`src/rtl/mesh_seq_pkg.sv`:
```
// ============================================================================
// Module : mesh_seq_pkg
// Brief  : Shared state enumeration and default parameters for the mesh mixer.
// Rev    : 1.0
// ============================================================================
`default_nettype none

package mesh_seq_pkg;

  localparam int unsigned N_CH_DEF    = 2;
  localparam int unsigned N_STAGE_DEF = 2;
  localparam int unsigned DWELL_W_DEF = 8;
  localparam int unsigned REP_W_DEF   = 4;

  typedef enum logic [2:0] {
    ST_IDLE  = 3'd0,
    ST_FILL  = 3'd1,
    ST_MIX   = 3'd2,
    ST_FLUSH = 3'd3,
    ST_DONE  = 3'd4
  } state_e;

endpackage

`default_nettype wire

```
`src/rtl/dwell_timer.sv`:
```
// ============================================================================
// Module : dwell_timer
// Brief  : Loadable down-counter; expired_o is high once the count reaches 0.
// Rev    : 1.0
// ============================================================================
`default_nettype none

module dwell_timer
  import mesh_seq_pkg::*;
#(
  parameter int W = DWELL_W_DEF
) (
  input  logic         clk,
  input  logic         rst_n,
  input  logic         load_i,
  input  logic [W-1:0] load_val_i,
  output logic         expired_o
);

  logic [W-1:0] cnt_q, cnt_d;

  always_comb begin
    cnt_d = cnt_q;
    if (load_i) begin
      cnt_d = load_val_i;
    end else if (cnt_q != '0) begin
      cnt_d = cnt_q - W'(1);
    end
  end

  always_ff @(posedge clk or negedge rst_n) begin
    if (!rst_n) begin
      cnt_q <= '0;
    end else begin
      cnt_q <= cnt_d;
    end
  end

  assign expired_o = (cnt_q == '0);

endmodule

`default_nettype wire

```
`src/rtl/mesh_mix_seq.sv`:
```
// ============================================================================
// Module : mesh_mix_seq
// Brief  : Fill / multi-stage mix / flush valve sequencer with recirculation.
// Rev    : 1.0
// ============================================================================
`default_nettype none

module mesh_mix_seq
  import mesh_seq_pkg::*;
#(
  parameter int N_CH    = N_CH_DEF,
  parameter int N_STAGE = N_STAGE_DEF,
  parameter int DWELL_W = DWELL_W_DEF,
  parameter int REP_W   = REP_W_DEF,
  localparam int SW     = $clog2(N_STAGE)
) (
  input  logic               clk,
  input  logic               rst_n,
  input  logic               start_i,
  input  logic               mode_i,
  input  logic [DWELL_W-1:0] dwell_i,
  input  logic [REP_W-1:0]   reps_i,
  input  logic               abort_i,
  output logic [N_CH-1:0]    inlet_valve_o,
  output logic [N_STAGE-1:0] stage_valve_o,
  output logic [N_CH-1:0]    outlet_valve_o,
  output logic [SW-1:0]      stage_idx_o,
  output logic               busy_o,
  output logic               done_o,
  output logic               aborted_o
);

  state_e             state_q, state_d;
  logic [DWELL_W-1:0] dwell_q, dwell_d;
  logic [REP_W-1:0]   reps_q, reps_d;
  logic [REP_W-1:0]   pass_q, pass_d;
  logic               mode_q, mode_d;
  logic [SW-1:0]      stage_q, stage_d;

  logic               tmr_load;
  logic [DWELL_W-1:0] tmr_val;
  logic               tmr_exp;
  logic               abort_evt;
  logic [DWELL_W-1:0] dwell_in_eff;

  logic [N_CH-1:0]    inlet_d, outlet_d;
  logic [N_STAGE-1:0] stage_valve_d;
  logic [SW-1:0]      stage_idx_d;
  logic               busy_d, done_d, aborted_d;

  assign dwell_in_eff = (dwell_i == '0) ? DWELL_W'(1) : dwell_i;

  // Timer holds (dwell - 1) at phase entry so each phase lasts dwell cycles.
  dwell_timer #(.W(DWELL_W)) u_timer (
    .clk        (clk),
    .rst_n      (rst_n),
    .load_i     (tmr_load),
    .load_val_i (tmr_val),
    .expired_o  (tmr_exp)
  );

  always_comb begin
    state_d   = state_q;
    dwell_d   = dwell_q;
    reps_d    = reps_q;
    mode_d    = mode_q;
    pass_d    = pass_q;
    stage_d   = stage_q;
    tmr_load  = 1'b0;
    abort_evt = 1'b0;
    tmr_val   = (state_q == ST_IDLE) ? (dwell_in_eff - DWELL_W'(1))
                                     : (dwell_q - DWELL_W'(1));
    if (abort_i && (state_q == ST_FILL || state_q == ST_MIX || state_q == ST_FLUSH)) begin
      state_d   = ST_IDLE;
      abort_evt = 1'b1;
      pass_d    = '0;
      stage_d   = '0;
    end else begin
      case (state_q)
        ST_IDLE: begin
          if (start_i && !abort_i) begin
            state_d  = ST_FILL;
            dwell_d  = dwell_in_eff;
            reps_d   = reps_i;
            mode_d   = mode_i;
            pass_d   = '0;
            tmr_load = 1'b1;
          end
        end
        ST_FILL: begin
          if (tmr_exp) begin
            state_d  = ST_MIX;
            stage_d  = SW'(N_STAGE - 1);
            tmr_load = 1'b1;
          end
        end
        ST_MIX: begin
          if (tmr_exp) begin
            tmr_load = 1'b1;
            if (stage_q != '0) begin
              stage_d = stage_q - SW'(1);
            end else if (mode_q && (pass_q < reps_q)) begin
              pass_d  = pass_q + REP_W'(1);
              stage_d = SW'(N_STAGE - 1);
            end else begin
              state_d = ST_FLUSH;
            end
          end
        end
        ST_FLUSH: begin
          if (tmr_exp) begin
            state_d = ST_DONE;
          end
        end
        ST_DONE: begin
          state_d = ST_IDLE;
          pass_d  = '0;
          stage_d = '0;
        end
        default: begin
          state_d = ST_IDLE;
        end
      endcase
    end
  end

  // Outputs are decoded from the next state so the registers line up with it.
  always_comb begin
    inlet_d       = (state_d == ST_FILL)  ? '1 : '0;
    outlet_d      = (state_d == ST_FLUSH) ? '1 : '0;
    stage_idx_d   = (state_d == ST_MIX)   ? stage_d : '0;
    stage_valve_d = '0;
    for (int k = 0; k < N_STAGE; k++) begin
      stage_valve_d[k] = (state_d == ST_MIX) && (stage_d == SW'(k));
    end
    busy_d    = (state_d == ST_FILL) || (state_d == ST_MIX) || (state_d == ST_FLUSH);
    done_d    = (state_d == ST_DONE);
    aborted_d = abort_evt;
  end

  always_ff @(posedge clk or negedge rst_n) begin
    if (!rst_n) begin
      state_q        <= ST_IDLE;
      dwell_q        <= DWELL_W'(1);
      reps_q         <= '0;
      mode_q         <= 1'b0;
      pass_q         <= '0;
      stage_q        <= '0;
      inlet_valve_o  <= '0;
      stage_valve_o  <= '0;
      outlet_valve_o <= '0;
      stage_idx_o    <= '0;
      busy_o         <= 1'b0;
      done_o         <= 1'b0;
      aborted_o      <= 1'b0;
    end else begin
      state_q        <= state_d;
      dwell_q        <= dwell_d;
      reps_q         <= reps_d;
      mode_q         <= mode_d;
      pass_q         <= pass_d;
      stage_q        <= stage_d;
      inlet_valve_o  <= inlet_d;
      stage_valve_o  <= stage_valve_d;
      outlet_valve_o <= outlet_d;
      stage_idx_o    <= stage_idx_d;
      busy_o         <= busy_d;
      done_o         <= done_d;
      aborted_o      <= aborted_d;
    end
  end

endmodule

`default_nettype wire

```
`config.mk`:
```
export PLATFORM = sky130hd
export DESIGN_NAME = mesh_mix_seq
export DESIGN_NICKNAME = d
export VERILOG_FILES = /design/src/rtl/mesh_seq_pkg.sv /design/src/rtl/dwell_timer.sv /design/src/rtl/mesh_mix_seq.sv
export SDC_FILE = /design/constraint.sdc
export NUM_CORES = 1
export LEC_CHECK = 0
export ABC_AREA = 1
export ABC_CLOCK_PERIOD_IN_PS = 2000
export CAP_MARGIN = 20
export CORE_MARGIN = 2
export CORE_UTILIZATION = 50
export DETAILED_ROUTE_END_ITERATION = 16
export PLACE_DENSITY = 0.78
export SLEW_MARGIN = 10
export SYNTH_ARGS = -nofsm -noshare
export SYNTH_HDL_FRONTEND = slang
export SYNTH_SLANG_ARGS = --single-unit
```
`constraint.sdc`:
```
create_clock -name clk -period 2 [get_ports clk]
set_input_delay 0.5 -clock clk [delete_from_list [all_inputs] [get_ports clk]]
set_output_delay 0.5 -clock clk [all_outputs]
set_load 0.1 [all_outputs]
```
==> results of run 1 <==
## final cells by class
cell class / instances / share of cell area, %
Tap cell: 50 / 2.19
Inverter: 37 / 4.95
Clock buffer: 6 / 2.89
Timing Repair Buffer: 62 / 21.0
Sequential cell: 36 / 31.6
Clock inverter: 2 / 0.350
Multi-Input combinational cell: 186 / 37.0
## state kept, by name, indices dropped and copies added (netlist names), 3 cells and up
signal	count
pass_q	4
dwell_q	8
reps_q	4
state_q	3
u_timer.cnt_q	8
## worst register-to-register path, cell delays in order, from the launching register on
cell	delay (ps)
dfrtp_2	460
nor2_4	140
nand2_2	130
buf_4	200
nand2_1	80
nand2_2	70
nand2_2	60
nand2_2	50
inv_1	60
ha_1	150
inv_2	50
nor2_4	110
inv_1	60
o21bai_1	130
a21oi_1	80
## logic make-up after synthesis
kind of cell | after synthesis | share of synthesized area, %
flops | 36 | 42.8
compound gates | 36 | 9.50
buf+inv | 44 | 9.50
xor+xnor | 1 | 0.416
fa+ha+maj | 5 | 2.97
simple gates | 144 | 34.8
## what timing repair did
action | CTS | global route
endpoints found under the setup margin | 5 | 12
gates cloned | 0 | 0
buffers inserted | 3 | 3
resized for setup | 12 | 17
pin swaps | 9 | 5
## per-stage QoR
step                      util (%)  TNS, ps  setup WS (ps)  instance area, um2
final                         71.0        0           54.0                2860
after detailed placement      66.0    -3320           -428                2660
after global placement        66.0    -2350           -322                2660
after CTS                     69.3        0           23.4                2790
after global routing          71.0     -102          -51.0                2860
after floorplan                  -        0           5.50                2110
## placed cells by master (no fill, tap or decap), types with 3 or more instances in the layout
cell             instances
a21oi_1                  7
buf_12                   7
buf_4                   38
clkbuf_8                 6
clkdlybuf4s50_1         10
dfrtp_1                 33
dlygate4sd2_1            3
dlymetal6s2s_1           3
ha_1                     5
inv_1                   28
inv_2                    8
nand2_1                 65
nand2_2                 18
nand2_4                  4
nand3_1                 14
nand3b_1                 6
nor2_1                  17
nor2_4                   6
nor3_1                   3
o21ai_0                 20
## worst max path at each step
stage                       endpoint
floorplan           u_timer.cnt_q[4]
global placement    u_timer.cnt_q[4]
detailed placement  u_timer.cnt_q[1]
CTS                 u_timer.cnt_q[4]
global route        u_timer.cnt_q[4]
finish              u_timer.cnt_q[1]
## power by group through the flow
stage | clock network [mW] | registers [mW] | logic (mW)
2_1_floorplan | 0 | 1.39 | 1.32
4_1_cts | 0.550 | 1.19 | 2.21
6_report | 0.532 | 1.20 | 2.28
3_5_place_dp | 0 | 1.20 | 2.17
3_3_place_gp | 0 | 1.18 | 2.12
5_1_grt | 0.582 | 1.23 | 2.53
## per-layer routing
metal  up-vias  global-route usage [%]  routed length (um)
met5         -                       0                   0
met2        48                    43.0                2530
met3        13                    5.84                 208
met4         0                    9.56                  88
li1        962                       -                   -
met1       885                    27.2                1940
==> run summary, run 1 <==
outcome: finished clean
initial antenna violation count: 0
CP peak stage delay: 410 ps
Clock Tree Buf Depth: 2
PnR Total Power: 4.01 mW
IO Port Bufs: 26
Post-synth top cells: nand2_1 (69), dfrtp_1 (35), inv_1 (34), nor2_1 (20), o21ai_0 (20)
Syn-to-layout area delta: 35.6%
proportion of power drawn by combinational gates: 56.9%
Synth Instances: 266
sequential cell area: 905 um2
Yosys Warn Count: 0
Worst Reg-to-Reg Cells: 14
Synthesized Nets: 288
final setup violation count: 0
Critical Path Fanout Max: 2
share of cells above drive strength 1: 31.9%
first-pass GRT wire length: 8260 um
Seq pwr share: 29.8%
Leak: 1.49 nW
power per cell area: 1400 mW/mm2
hold crit path type: reg -> reg
post-route clock period utilization: 97.3%
Least-Margin Pin Slew: 284 ps
delay-heaviest family, CP: simple AND/OR/NAND/NOR gates
Sink Count: 36
max-slew violation count: 0
number of global-route vias before repair: 1,893
total of max-cap violations: 0
DP HPWL: 3410 um
Critical-path top delay cell: clkdlybuf4s50_1
Overflow after GRT: 0
largest net degree at the start of global routing: 37
via count: 1,908
placed cells: 365
reg2reg end: u_timer.cnt_q[4]
DR iter-0 viols: 115
Num CTS Buffers: 5
area leader, netlist: dfrtp_1
final hold violation count: 0
RSZ-0062 raised after global routing: yes
fin cells: 379
antenna-violating nets left: 0
Routed WL: 4770 um
Period minus WS final: 1950 ps
DR vias/cell: 5.03
Die Span X: 68.9 um
VDD IR max: 1210 uV
worst setup path start: dwell_i[4]
Synth Area per Inst: 7.93 um2
Internal: 2.14 mW
Post-synth EDFFs: 0
post-synthesis sequential area ratio: 42.8%
Hold Crit Endpoint: reps_q[0]
fin nets: 350
hold_buf cts: 0
Die Area: 0.00475 mm2
gpl congestion: 0.845
Buf/Inv on CP: 4
synth unique cells: 33
Worst Skew: 6.61 ps
io pins: 27
Net Switching: 1.87 mW
Data arrival, critical path: 2180 ps
Clk pwr share: 13.3%
Sw Share: 46.5%
multi-input logic area: 0.00106 mm2
n_diodes: 0
WL/cell: 12.6 um
top-area cell type share of the netlist area: 41.5%
CTS tree: yes
Fillers: 314
most frequent cell after synthesis: nand2_1
setup slack, reg-to-reg: 50 ps
critical path depth: 12
Clock transition at path regs: 70 ps
main area contributors after synthesis: dfrtp_1 (42%), nand2_1 (12%), inv_1 (6.1%), o21ai_0 (4.7%), nand2_2 (4.5%)
CP required: 2240 ps
Critical Path Sink Type: register
crit-path most repeated cell: nand2_2
Achievable Freq: 514 MHz
worst hold margin: 475 ps
Worst R2R Start: state_q[0]
hold path cells: 2
drt drc: 0
Slew HR: 80.9%
Site Rows: 23
Setup CP Type: in -> reg
Post-synth ARST share: 100%
# H-tree levels: 2
Starting Density: 52.3%
clk_lat worst skew: 290 ps
Global Route Usage Sum: 24.0%
CTS Root Buffer Type: clkbuf_8
startpoint types: primary input
hold_sp: reps_q[0]
Yosys reg bits: 36
core box area: 0.00403 mm2
chip height: 68.9 um
ys flop type: dfrtp_1
iteration count of the initial detailed-routing pass: 4
Synth Cell Area: 0.00211 mm2
cells along the critical path: clkdlybuf4s50_1, inv_2, nand3_2, o21bai_1, nand2_1, nand2_2, nand2_2, nand2_2, inv_1, ha_1, or2_2, inv_1
(Power assumes the default switching activity.)
==> run 2, diff against run 1 <==
SKIP_LAST_GASP = 1   (was not set)
==> run 2 against run 1 <==
  * First-iteration DRC count up 3.5%
  * Largest cell class unchanged
  * Register-to-register slack better by 20 ps
  * Worst hold slack about the same
  * Sequential share of layout area unchanged
  * Critical endpoint unchanged
==> run summary, run 2 (synthesis results as in run 1) <==
largest net degree at the start of global routing: 37 (unchanged)
CP required: 2240 ps (about the same)
CTS tree: yes
final setup violation count: 0 (unchanged)
Routed WL: 4760 um (about the same)
Fillers: 314 (unchanged)
Least-Margin Pin Slew: 283 ps (-1.64 ps)
DP HPWL: 3410 um (unchanged)
most frequent cells in the layout: nand2_1 (65), buf_4 (38), dfrtp_1 (33), inv_1 (28), o21ai_0 (20)
core box area: 0.00403 mm2 (unchanged)
first-pass GRT wire length: 8260 um (unchanged)
crit-path most repeated cell: nand2_2
Internal: 2.14 mW (about the same)
fin nets: 350 (unchanged)
Num CTS Buffers: 5 (unchanged)
Achievable Freq: 513 MHz (-0.11%)
Net Switching: 1.87 mW (about the same)
Setup CP Type: in -> reg
Starting Density: 52.3% (unchanged)
Slew HR: 81.0% (+0.11 points)
io pins: 27 (unchanged)
IO Port Bufs: 26 (unchanged)
chip height: 68.9 um (unchanged)
iteration count of the initial detailed-routing pass: 5 (+1)
Global Route Usage Sum: 24.0% (unchanged)
gpl congestion: 0.845 (unchanged)
CP peak stage delay: 410 ps (about the same)
cells along the critical path: clkdlybuf4s50_1, inv_2, nand3_2, o21bai_1, nand2_1, nand2_2, nand2_2, nand2_2, inv_1, ha_1, or2_2, inv_1
largest registers: dwell_q (8), u_timer.cnt_q (8)
Overflow after GRT: 0 (unchanged)
fin worst setup slack: 51.8 ps (-2.16 ps)
Finished Core Util: 71.0% (unchanged)
PnR Total Power: 4.01 mW (about the same)
Critical Path Fanout Max: 2 (unchanged)
worst hold margin: 475 ps (+0.00600 ps)
post-route clock period utilization: 97.4% (+0.11 points)
Critical-path top delay cell: clkdlybuf4s50_1
Syn-to-layout area delta: 35.6% (unchanged)
DR iter-0 viols: 119 (+3.5%)
Site Rows: 23 (unchanged)
final hold violation count: 0 (unchanged)
setup total negative slack: 0 ps (unchanged)
# H-tree levels: 2 (unchanged)
power per cell area: 1400 mW/mm2 (about the same)
Seq pwr share: 29.8% (about the same)
Clk pwr share: 13.4% (about the same)
Leak: 1.49 nW (about the same)
CTS Root Buffer Type: clkbuf_8
share of cells above drive strength 1: 31.9% (unchanged)
antenna-violating nets left: 0 (unchanged)
Sink Count: 36 (unchanged)
hold_sp: reps_q[0]
max-slew violation count: 0 (unchanged)
initial antenna violation count: 0 (unchanged)
n_diodes: 0 (unchanged)
worst setup path start: dwell_i[4]
WL/cell: 12.6 um (about the same)
Critical Path Sink Type: register
DR vias/cell: 5.02 (-0.21%)
Worst R2R Start: state_q[0]
hold_buf cts: 0 (unchanged)
hold crit path type: reg -> reg
most common cell after layout, fill and taps aside: nand2_1
via count: 1,904 (-0.21%)
RSZ-0062 raised after global routing: yes
Clock Tree Buf Depth: 2 (unchanged)
outcome: finished clean
Period minus WS final: 1950 ps (+2.16 ps)
total of max-cap violations: 0 (unchanged)
drt drc: 0 (unchanged)
Data arrival, critical path: 2190 ps (about the same)
proportion of power drawn by combinational gates: 56.8% (about the same)
Die Span X: 68.9 um (unchanged)
Setup Slack @ Placement: -428 ps (unchanged)
number of global-route vias before repair: 1,893 (unchanged)
clk_lat worst skew: 300 ps (about the same)
Die Area: 0.00475 mm2 (unchanged)
Clock transition at path regs: 70 ps (about the same)
startpoint types: primary input
VDD IR max: 1210 uV (about the same)
Worst Skew: 7.65 ps (+1.04 ps)
Sw Share: 46.6% (about the same)
-- run 2: cell counts in the layout (fill, tap and decap cells not counted) --
Identical to the previous run, type by type.
-- run 2: worst paths after layout --
kind	cells after the start	slack, ps	to
max in group asynchronous	2	1180	dwell_q[0]
hold / removal	2	470	reps_q[0]
min in group asynchronous	2	570	dwell_q[7]
setup reg to reg	14	70	u_timer.cnt_q[4]
hold reg to reg	2	470	reps_q[0]
setup / recovery	12	50	u_timer.cnt_q[1]
-- run 2: metrics by stage --
step	cells	area (um2)
2_1_floorplan	266	2110
3_3_place_gp	365	2660
3_5_place_dp	365	2660
4_1_cts	376	2790
5_1_grt	379	2860
6_report	379	2860
-- run 2: per-layer routing --
layer,vias up,share of wire [%],global-route usage [%]
met5,-,0,0
met4,0,1.8,9.56
met3,14,3.6,5.84
met2,43,53,43.0
met1,885,41,27.2
li1,962,-,-
-- run 2: repair_timing --
item	in CTS	in global routing
setup endpoints to repair	5	12
pin swaps	9	4
resized for setup	12	17
setup buffers	3	3
-- run 2: power by group through the flow --
| stage | logic (mW) | registers (mW) | clock network (mW) |
|---|---|---|---|
| finish | 2.28 | 1.20 | 0.536 |
| CTS | 2.21 | 1.19 | 0.550 |
| detailed placement | 2.17 | 1.20 | 0 |
| global route | 2.53 | 1.23 | 0.582 |
| global placement | 2.12 | 1.18 | 0 |
| floorplan | 1.32 | 1.39 | 0 |
-- run 2: layout make-up --
cell class / instances / area [um2] / share of cell area [%]
clock inverters: 2 / 10.0 / 0.350
flip-flops and latches: 36 / 905 / 31.6
clock buffers: 6 / 82.6 / 2.89
multi-input cells: 186 / 1060 / 37.0
repair buffers: 62 / 601 / 21.0
well taps: 50 / 62.6 / 2.19
inverters: 37 / 141 / 4.95
-- run 2: critical path, delay by kind of cell --
family | cells | cell delay [ps]
simple gates | 6 | 660
buf+inv | 4 | 570
fa+ha+maj | 1 | 250
compound gates | 1 | 200
==> run 3, diff against run 2 <==
PLACE_DENSITY = 0.76   (was 0.78)
==> run 3 against run 2 <==
  * Combinational power down 4%
  * Global-route usage is 2.0 points lower
  * First-iteration DRC count down 42%
  * Die area did not move
  * Count of clock-buffer cells in the layout is 2 higher
  * Worst setup slack better by 38 ps
  * Sequential power about the same
  * Largest cell class unchanged
  * Worst hold slack worse by 5.6 ps
  * Final cell count fell by 2.1%
  * Critical path depth grew 3
  * Critical path type is now reg -> reg
  * Flip-flop and latch count stayed put
==> run summary, run 3 (synthesis results as in run 1) <==
Setup CP Type: reg -> reg
VDD IR max: 822 uV (-32%)
placed cells: 362 (-0.82%)
CTS Root Buffer Type: clkbuf_8
Routed WL: 4440 um (-6.7%)
Starting Density: 52.3% (unchanged)
gpl congestion: 0.888 (+5.2%)
Global Route Usage Sum: 22.0% (-2.0 points)
drt drc: 0 (unchanged)
Leak: 1.45 nW (-2.4%)
Critical Path Fanout Max: 5 (+3)
# H-tree levels: 2 (unchanged)
Clk pwr share: 13.5% (about the same)
io pins: 27 (unchanged)
largest registers: dwell_q (8), u_timer.cnt_q (8)
Syn-to-layout area delta: 32.2%
chip height: 68.9 um (unchanged)
Data arrival, critical path: 2080 ps (-110 ps)
final hold violation count: 0 (unchanged)
grt met2 use: 37.6% (-5.4 points)
proportion of power drawn by combinational gates: 56.0% (-0.8 points)
Site Rows: 23 (unchanged)
Worst Skew: 4.17 ps (-3.48 ps)
via count: 1,836 (-3.6%)
startpoint types: register
DP HPWL: 3280 um (-3.8%)
max-slew violation count: 0 (unchanged)
fin nets: 342 (-2.3%)
hold crit path type: reg -> reg
Seq pwr share: 30.5% (+0.7 points)
total of max-cap violations: 0 (unchanged)
final setup violation count: 0 (unchanged)
Net Switching: 1.80 mW (-3.4%)
met3 Track Usage GR: 6.17% (+0.32 points)
Overflow after GRT: 0 (unchanged)
CP required: 2170 ps (-70 ps)
dpl cell area: 0.00264 mm2 (-0.85%)
Clock transition at path regs: 70 ps (about the same)
WL/cell: 12.0 um (-4.7%)
peak-usage layer in the global routing report: met2
Die Area: 0.00475 mm2 (unchanged)
Fillers: 329 (+4.8%)
DR iter-0 viols: 69 (-42%)
IO Port Bufs: 26 (unchanged)
Achievable Freq: 524 MHz (+2.0%)
Period minus WS final: 1910 ps (-38.2 ps)
fin worst setup slack: 90.0 ps (+38.2 ps)
Least-Margin Pin Slew: 311 ps (+28.5 ps)
CTS tree: yes
number of global-route vias before repair: 1,789 (-5.5%)
power per cell area: 1400 mW/mm2 (-0.32%)
outcome: finished clean
core box area: 0.00403 mm2 (unchanged)
antenna-violating nets left: 0 (unchanged)
design area: 0.00279 mm2 (-2.5%)
Slew HR: 79.0% (-2.0 points)
initial antenna violation count: 0 (unchanged)
Sink Count: 36 (unchanged)
iteration count of the initial detailed-routing pass: 5 (unchanged)
Finished Core Util: 69.2% (-1.8 points)
post-route clock period utilization: 95.5% (-1.9 points)
GRT met1 Usage: 25.6% (-1.7 points)
Clock Tree Buf Depth: 2 (unchanged)
most frequent cells in the layout: nand2_1 (67), dfrtp_1 (33), buf_4 (31), inv_1 (30)
fin cells: 371 (-2.1%)
Num CTS Buffers: 5 (unchanged)
Critical Path Sink Type: register
first-pass GRT wire length: 7550 um (-8.6%)
DR vias/cell: 4.95 (-1.5%)
worst hold margin: 469 ps (-5.58 ps)
RSZ-0062 raised after global routing: yes
share of cells above drive strength 1: 27.7% (-4.2 points)
most common cell after layout, fill and taps aside: nand2_1
largest net degree at the start of global routing: 37 (unchanged)
Internal: 2.09 mW (-2.3%)
Sw Share: 46.3% (-0.26 points)
n_diodes: 0 (unchanged)
Die Span X: 68.9 um (unchanged)
clk_lat worst skew: 280 ps (-20 ps)
Setup Slack @ Placement: -402 ps (+25.7 ps)
-- run 3: path summary, 6_finish.rpt --
kind                       startpoint  cells after the start  slack [ps]          endpoint
max in group asynchronous       rst_n                      2        1150        dwell_q[0]
min                        dwell_q[0]                      2         470        dwell_q[0]
min reg2reg                dwell_q[0]                      2         470        dwell_q[0]
max reg2reg                state_q[2]                     15          90  u_timer.cnt_q[4]
min in group asynchronous       rst_n                      2         580        dwell_q[5]
max                        state_q[2]                     15          90  u_timer.cnt_q[4]
-- run 3: power by group through the flow --
stage,sequential [mW],clock (mW),combinational (mW)
after global routing,1.22,0.575,2.42
after CTS,1.19,0.547,2.15
final,1.19,0.527,2.18
after detailed placement,1.19,0,2.14
after global placement,1.19,0,2.09
after floorplan,1.39,0,1.32
-- run 3: timing repair --
| item | 4_1_cts | 5_1_grt |
|---|---|---|
| setup buffers | 0 | 1 |
| gates resized for setup | 6 | 16 |
| pin swaps | 2 | 8 |
| gates cloned | 0 | 0 |
| hold buffers | 0 | 0 |
| setup endpoints to repair | 4 | 11 |
-- run 3: per-layer routing --
layer  share of wire (%)  wire length, um
met1                  44             1940
met2                  51             2270
met3                 3.8              171
met4                 1.3               57
met5                   0                0
-- run 3: worst max-delay path: stages (launching register included) --
cell      delay (ps)
dfrtp_2          460
inv_2            110
nand3_2          130
nand2_4          110
nand3_4           90
nand2_4           90
inv_1             50
nand2_1           60
nand2_2           50
inv_1             50
ha_1             150
inv_2             50
nor2_4           130
inv_2             50
o21bai_1         120
a21oi_1           90
-- run 3: final cells by class --
| type | count | area [um2] | area share [%] |
|---|---|---|---|
| multi-input combinational | 186 | 1050 | 37.6 |
| sequential | 36 | 905 | 32.5 |
| timing repair buffer | 54 | 542 | 19.4 |
| inverter | 37 | 141 | 5.07 |
| clock buffer | 8 | 90.1 | 3.23 |
| tap | 50 | 62.6 | 2.24 |
-- run 3: metrics by stage --
step / total power [mW] / TNS [ps]
CTS: 3.89 / 0
detailed placement: 3.34 / -2910
floorplan: 2.71 / 0
global route: 4.22 / -70.9
global placement: 3.28 / -2370
finish: 3.90 / 0
